===== config.mk =====
export PLATFORM = sky130hd
export DESIGN_NAME = tx_pipe_block_framer
export DESIGN_NICKNAME = d
export VERILOG_FILES = /design/src/rtl/tx_pipe_block_framer.sv
export SDC_FILE = /design/constraint.sdc
export NUM_CORES = 1
export LEC_CHECK = 0
export CAP_MARGIN = 10
export CORE_ASPECT_RATIO = 1.1
export CORE_MARGIN = 4
export CORE_UTILIZATION = 41
export CTS_CLUSTER_DIAMETER = 150
export DETAILED_ROUTE_END_ITERATION = 10
export PLACE_DENSITY = 0.8
export SLEW_MARGIN = 10
export SYNTH_ARGS = -nofsm -noshare
export SYNTH_HDL_FRONTEND = slang
export SYNTH_SLANG_ARGS = --single-unit

===== constraint.sdc =====
create_clock -name pclk -period 4 [get_ports pclk]
set_input_delay 0.8 -clock pclk [delete_from_list [all_inputs] [get_ports pclk]]
set_output_delay 0.8 -clock pclk [all_outputs]
set_load 0.02 [all_outputs]

===== src/rtl/tx_pipe_block_framer.sv =====
// TX PIPE block framer: registers scrambler output onto the PIPE TX bus and frames 128b/130b blocks.
// Optional block counter output enabled by defining TX_FRAMER_BLOCK_STATS_EN.
module tx_pipe_block_framer #(
  parameter int SYMS_PER_BLOCK = 16,
  parameter int STAT_W         = 16
) (
  input  logic        pclk,
  input  logic        reset,
  input  logic [2:0]  GEN,
  input  logic [5:0]  PIPEWIDTH,
  input  logic [31:0] scramblerDataOut,
  input  logic [3:0]  scramblerDataK,
  input  logic        scramblerDataValid,
  input  logic [1:0]  scramblerSyncHeader,
  output logic [31:0] TxData,
  output logic [3:0]  TxDataK,
  output logic        TxDataValid,
  output logic        TxStartBlock,
  output logic [1:0]  TxSyncHeader,
  output logic        headerErr
`ifdef TX_FRAMER_BLOCK_STATS_EN
  ,
  output logic [STAT_W-1:0] blockCount
`endif
);

  localparam int CNT_W = $clog2(SYMS_PER_BLOCK + 1);

  localparam logic [1:0] LEGACY   = 2'd0;
  localparam logic [1:0] BLK_IDLE = 2'd1;
  localparam logic [1:0] BLK_BODY = 2'd2;

  logic [1:0]       state;
  logic [1:0]       state_eff;
  logic [CNT_W-1:0] count;
  logic [CNT_W-1:0] cnt_base;
  logic [CNT_W-1:0] cnt_sum;
  logic [CNT_W-1:0] bpb;
  logic [5:0]       width_q;
  logic [31:0]      width_mask;
  logic             gen3;
  logic             width_ok;
  logic             mode_chg;
  logic             blk_done;

  // NOTE: every signal gets a default at the top of always_comb so no path can infer a latch.
  always_comb begin
    gen3       = (GEN >= 3'd3);
    width_ok   = 1'b1;
    bpb        = '0;
    width_mask = '0;
    case (PIPEWIDTH)
      6'd8:  begin bpb = CNT_W'(1); width_mask = 32'h0000_00FF; end
      6'd16: begin bpb = CNT_W'(2); width_mask = 32'h0000_FFFF; end
      6'd32: begin bpb = CNT_W'(4); width_mask = 32'hFFFF_FFFF; end
      default: width_ok = 1'b0;
    endcase

    // A width change or a GEN crossing abandons any partial block and restarts framing from idle.
    mode_chg  = (PIPEWIDTH != width_q) || (gen3 == (state == LEGACY));
    state_eff = !gen3 ? LEGACY : (mode_chg ? BLK_IDLE : state);
    cnt_base  = mode_chg ? '0 : count;
    cnt_sum   = cnt_base + bpb;

    blk_done = 1'b0;
    if (gen3 && width_ok && scramblerDataValid) begin
      if (state_eff == BLK_IDLE) blk_done = (bpb == CNT_W'(SYMS_PER_BLOCK));
      else                       blk_done = (cnt_sum >= CNT_W'(SYMS_PER_BLOCK));
    end
  end

  // NOTE: sequential state uses non-blocking assignments only, so every register sees pre-edge values.
  always_ff @(posedge pclk) begin
    if (reset) begin
      TxData       <= '0;
      TxDataK      <= '0;
      TxDataValid  <= 1'b0;
      TxStartBlock <= 1'b0;
      TxSyncHeader <= 2'b00;
      headerErr    <= 1'b0;
      count        <= '0;
      width_q      <= PIPEWIDTH;
      state        <= (GEN >= 3'd3) ? BLK_IDLE : LEGACY;
    end else begin
      width_q      <= PIPEWIDTH;
      TxData       <= '0;
      TxDataK      <= '0;
      TxDataValid  <= 1'b0;
      TxStartBlock <= 1'b0;
      headerErr    <= 1'b0;
      count        <= '0;
      state        <= gen3 ? BLK_IDLE : LEGACY;

      if (!width_ok) begin
        TxSyncHeader <= 2'b00;
      end else if (!gen3) begin
        TxSyncHeader <= 2'b00;
        if (scramblerDataValid) begin
          TxData      <= scramblerDataOut;
          TxDataK     <= scramblerDataK;
          TxDataValid <= 1'b1;
        end
      end else begin
        state <= state_eff;
        count <= cnt_base;
        if (scramblerDataValid) begin
          TxData      <= scramblerDataOut & width_mask;
          TxDataValid <= 1'b1;
          if (state_eff == BLK_IDLE) begin
            // Illegal headers still open the block; the violation is only flagged.
            TxStartBlock <= 1'b1;
            TxSyncHeader <= scramblerSyncHeader;
            headerErr    <= (scramblerSyncHeader[1] ~^ scramblerSyncHeader[0]);
            count        <= blk_done ? '0 : bpb;
            state        <= blk_done ? BLK_IDLE : BLK_BODY;
          end else begin
            headerErr <= (scramblerSyncHeader != TxSyncHeader);
            count     <= blk_done ? '0 : cnt_sum;
            state     <= blk_done ? BLK_IDLE : BLK_BODY;
          end
        end
      end
    end
  end

`ifdef TX_FRAMER_BLOCK_STATS_EN
  always_ff @(posedge pclk) begin
    if (reset || !gen3) begin
      blockCount <= '0;
    end else if (blk_done && (blockCount != {STAT_W{1'b1}})) begin
      blockCount <= blockCount + 1'b1;
    end
  end
`endif

endmodule


---- Word-level counts from Yosys, hierarchy flattened ----
Cells that the tools add are included.
storage, ports and cells
  bits in registers ....................... 54
  output and inout bits ................... 41
cells by class
  add/sub/neg operators ................... 1
  $lt $le $gt $ge ......................... 2
  equality and inequality tests ........... 8
  muxes and demuxes ....................... 24
  bitwise gates (word level) .............. 5
  reduce and logical (&&, ||, !) cells .... 10
operators with widths
  kind                                                                   number
  32-bit two-way mux                                                     3
  32-bit case mux with 3 select lines                                    1
  32-bit AND                                                             1
  5-bit two-way mux                                                      5
  2-bit two-way mux                                                      7
  3-bit case mux with 3 select lines                                     1
  4-bit OR reduction                                                     2
  1-bit two-way mux                                                      7
  6-bit by 4-bit == test with 1-bit output, second input constant        1
  6-bit by 5-bit == test with 1-bit output, second input constant        1
  6-bit == test, second input constant                                   1
  6-bit != test                                                          1
  3-bit OR reduction                                                     2
  5-bit adder                                                            1
  5-bit == test, second input constant                                   1
  5-bit >= comparator, second input constant                             1
  3-bit by 2-bit >= comparator with 1-bit output, second input constant  1
  1-bit NOT                                                              3
  2-bit by 1-bit == test with 1-bit output, second input constant        1
  1-bit logical AND                                                      2
  2-bit logical NOT                                                      1
  2-bit != test                                                          1
  2-bit AND reduction                                                    1
  2-bit OR reduction                                                     1
  3 further kinds                                                        3

---- Longest topological paths before layout ----
  depth in word-level cells ............... 13
  gate-level depth with buffers ........... 14
  mapped depth without buffers ............ 13

---- Worst setup path after synthesis ----
Ideal clock, no wire load.
  path type ............................... input-to-reg
  start ................................... input port PIPEWIDTH[5]
  end ..................................... register count[3]
  setup time .............................. 0.092 ns
  data arrival time ....................... 3.371 ns
  required time ........................... 3.908 ns
  slack ................................... 0.536 ns
  cell stages on the path ................. 14
  buffers on the path ..................... 1
  cell sequence ........................... xor2_1 -> nor4_4 -> and3_1 -> buf_2 -> and2_1 -> ha_1 -> inv_1 -> fa_1 -> nor2b_1 -> o21ai_0 -> xnor2_1 -> and2_1 -> o41a_1 -> o32ai_1
between the ends
  word-level cells in the longest chain between the ends .. 10
  elaborated cells on any way between the ends .. 24
RTL lines
  element                                                                          line         source
  start, declared                                                                  10           input logic [5:0] PIPEWIDTH,
  6-bit != test                                                                    60           mode_chg = (PIPEWIDTH != width_q) || (gen3 == (state == LEGACY));
  1-bit logical OR                                                                 60
  5-bit two-way mux or 2-bit two-way mux (tied branches)                           62, 61
  5-bit adder or 2-bit two-way mux (tied branches)                                 63, 61
  5-bit >= comparator or 2-bit by 1-bit == test with 1-bit output (tied branches)  68, 67, 109
  1-bit two-way mux                                                                67           if (state_eff == BLK_IDLE) blk_done = (bpb == CNT_W'(SYMS_PER_BLOCK));
  1-bit two-way mux                                                                66           if (gen3 && width_ok && scramblerDataValid) begin
  5-bit two-way mux                                                                118          count <= blk_done ? '0 : cnt_sum;
  5-bit two-way mux                                                                109          if (state_eff == BLK_IDLE) begin
  5-bit two-way mux                                                                106          if (scramblerDataValid) begin
  end signal, assigned                                                             105          count <= cnt_base;
  end signal, assigned                                                             114          count <= blk_done ? '0 : bpb;
  end signal, assigned                                                             118
  end, declared                                                                    35           logic [CNT_W-1:0] count;
Parallel ways exist; a longest one is shown, timed or not.
A chain may end at the register's enable or synchronous reset.

---- Worst setup path after layout ----
  start ................................... input port PIPEWIDTH[1]
  end ..................................... register count[3]
Same word-level chain as after synthesis.

==> impl_metrics.toml <==
[final_layout]
synthToLayoutAreaGrowth_pct = 56.20
drive_gt1_share_pct = 8.421
layout_commonest_cell = "clkdlybuf4s50_1"
fin_util_pct = 66.08
antenna_cells = 0
num-nets-final = 338
layout_common_cells = "90 x clkdlybuf4s50_1, 54 x dfxtp_1, 36 x and2_1, 11 x nand2_1, 9 x xor2_1"
nFillCells = 380

[power]
power.switching_uw = 208.7
p_comb_share_pct = 9.9
max-vdd-ir-drop_uv = 161.7
clkPwrFrac_pct = 35.7
internal_power_uw = 791.8
swShare_pct = 20.86
p_seq_share_pct = 54.5
leakagePower_uw = 0.001215
power.density_nw_per_um2 = 325.4

[clocking]
clk_latency_ns = 0.30
cts-root-buf = "clkbuf_8"
cts_max_level = 2
clockBufferDepth = 2
cts-resized-gates = 0
cts_sinks = 54
cts_setup_buffers = 0
numCtsBuffers = 5
cts_tree = "yes"
clk_pin_slew_ns = 0.09
postCtsHoldBufs = 0

[synth]
synth_compound_area_share_pct = 10.30
synth_seq_cells = 54
synth_edf_count = 0
synth-main-ff-cell = "dfxtp_1"
synth.net_count = 239
yosys.area_share.simple_pct = 22.57
syn_avg_cell_area_um2 = 10.64
synth_xor_area_share_pct = 5.340
syn_area_um2 = 1968
yosysWarnings = 0
async_reset_ff_share_pct = 0
synthAdderAreaFrac_pct = 2.924
synth_cell_types = 37
seq_area_frac_synth_pct = 54.93
postSynthCellCount = 185
synth_top_family_by_area = "simple AND/OR/NAND/NOR gates"
synth_mux_area_share_pct = 1.589

[routing]
dr.pass1.iters = 4
drc = 0
antenna_left = 0
wire_per_inst_um = 13.91
via_per_inst = 4.704
drt_iter0_markers = 29
wirelength_um = 4745
vias = 1604

[die]
start_util_pct = 42.31
core_um2 = 4652
rows = 26
die_y_um = 80.67
ios = 91
die_area_um2 = 5974
die-width_um = 74.06

[sta]
clock_skew_ns = 0.002212
rsz0062_at_grt = "false"
finalSetupViolations = 0
finalCritPeriodShare_pct = 89.93
min_period_ns = 3.597
fin_tns_setup_ns = 0
max_freq_mhz = 278.0
final_hold_viol_count = 0
slew_headroom_pct = 62.16
drv_slew = 0
tightest_slew_ns = 0.5675

[worst_setup_path]
worstPathMaxFanout = 4
reg2reg_depth = 13
cp-start-kind = "input pin"
cp-end-kind = "flip-flop"
r2r-end = "count[3]$_SDFF_PP0_"
crit_type = "input pin to flip-flop"
arrival_ns = 3.81
ff2ff_setup_slack_ns = 1.09
r2r-start = "width_q[5]$_DFF_P_"
cp.required_ns = 4.22

[outcome]
status = "completed"

[place]
dp_hpwl_um = 3839
io_buffer_count = 90
gp_congestion = 0.8247

[grt]
grt_overflow = 0
antenna_found_initial = 0
grt.total_usage_pct = 16.31
grt_pass1_wl_um = 7141
grt_max_degree = 17
grt_pass1_vias = 1490

[worst_hold_path]
hold_path_end = "TxSyncHeader[0]$_SDFFE_PP0P_"
min_from = "TxSyncHeader[0]$_SDFFE_PP0P_"
hold_class = "flip-flop to flip-flop"
hold_depth = 2

[run]
cap_violations = 0
## layout make-up
class	instances	area, um2	area share (%)
multi-input cells	120	840.8	27.35
clock buffers	6	72.57	2.361
clock inverters	2	37.54	1.221
well taps	56	70.07	2.279
flip-flops and latches	54	1081	35.16
repair buffers	96	945.9	30.77
inverters	7	26.28	0.8547
## per-stage QoR
stage	total power, uW	setup slack (ns)	instance area (um2)	std cells	hold slack, ns
after floorplan	591.4	0.5363	1968	185	0.4599
after global routing	1045	0.1156	3074	341	0.5225
after detailed placement	656.6	0.08014	2964	333	0.4616
final	1000	0.4027	3074	341	0.4725
after global placement	655.4	0.1355	2964	333	0.4663
after CTS	1019	0.4070	3074	341	0.4750
## how the worst max path moves through the flow
stage / from / endpoint / slack [ns] / cells past startpoint
global placement: PIPEWIDTH[0] / count[3]$_SDFF_PP0_ / 0.14 / 12
finish: PIPEWIDTH[1] / count[3]$_SDFF_PP0_ / 0.40 / 14
CTS: PIPEWIDTH[1] / count[3]$_SDFF_PP0_ / 0.41 / 14
detailed placement: PIPEWIDTH[0] / count[3]$_SDFF_PP0_ / 0.08 / 12
global route: PIPEWIDTH[1] / state[0]$_DFF_P_ / 0.12 / 11
floorplan: PIPEWIDTH[5] / count[3]$_SDFF_PP0_ / 0.54 / 14
## routing by layer
metal,GRT usage (%),vias up,part of all wire (%)
met4,8.514,0,2.5
met3,4.631,9,9.0
li1,-,807,-
met2,27.66,71,47
met5,0,-,0
met1,18.19,717,41
## critical path, cell delays in order
cell and delay, ns:
clkdlybuf4s50_1 0.47, xor2_1 0.18, nor2_1 0.27, and3_1 0.24, and2_1 0.15, ha_1 0.17, inv_1 0.06, fa_1 0.40
nor2b_1 0.11, o21ai_0 0.10, xnor2_1 0.18, and2_1 0.17, o41a_1 0.39, o32ai_1 0.11
## kinds of logic (layout without fill, tap and decap cells)
kind of cell | after synthesis | count (layout)
compound gates | 25 | 25
xor+xnor | 12 | 12
fa+ha+maj | 4 | 4
buf+inv | 11 | 111
flops | 54 | 54
mux | 3 | 3
simple gates | 76 | 76
## cell usage after synthesis, drive strengths merged, types with 2 or more instances
cell type,n,share of area (%)
a21oi,10,3.3
buf,3,0.76
nand3b,2,0.76
nand3,3,0.76
nand2,11,2.1
o21ai,4,1.0
dfxtp,54,55
mux2i,2,1.0
a31oi,4,2.4
inv,7,1.3
xor2,9,4.0
nor3,5,1.3
nor2b,2,0.64
ha,3,1.9
and3,6,1.9
and2,37,12
xnor2,3,1.3
nor2,7,1.5
## registers in the layout, indices dropped and copies added, names as in the netlist
| register | count |
|---|---|
| TxData | 32 |
| width_q | 6 |
| count | 5 |
| TxDataK | 4 |
| TxSyncHeader | 2 |
| state | 2 |
| TxDataValid | 1 |
| TxStartBlock | 1 |
| headerErr | 1 |
## power groups by stage
| stage | sequential [uW] | clock [uW] | combinational, uW |
|---|---|---|---|
| finish | 545 | 357 | 98.5 |
| global route | 546 | 393 | 106 |
| CTS | 545 | 375 | 99.6 |
| detailed placement | 558 | 0 | 98.8 |
| global placement | 558 | 0 | 97.8 |
| floorplan | 560 | 0 | 31.9 |
No activity file was read; power rests on OpenSTA's default activity.
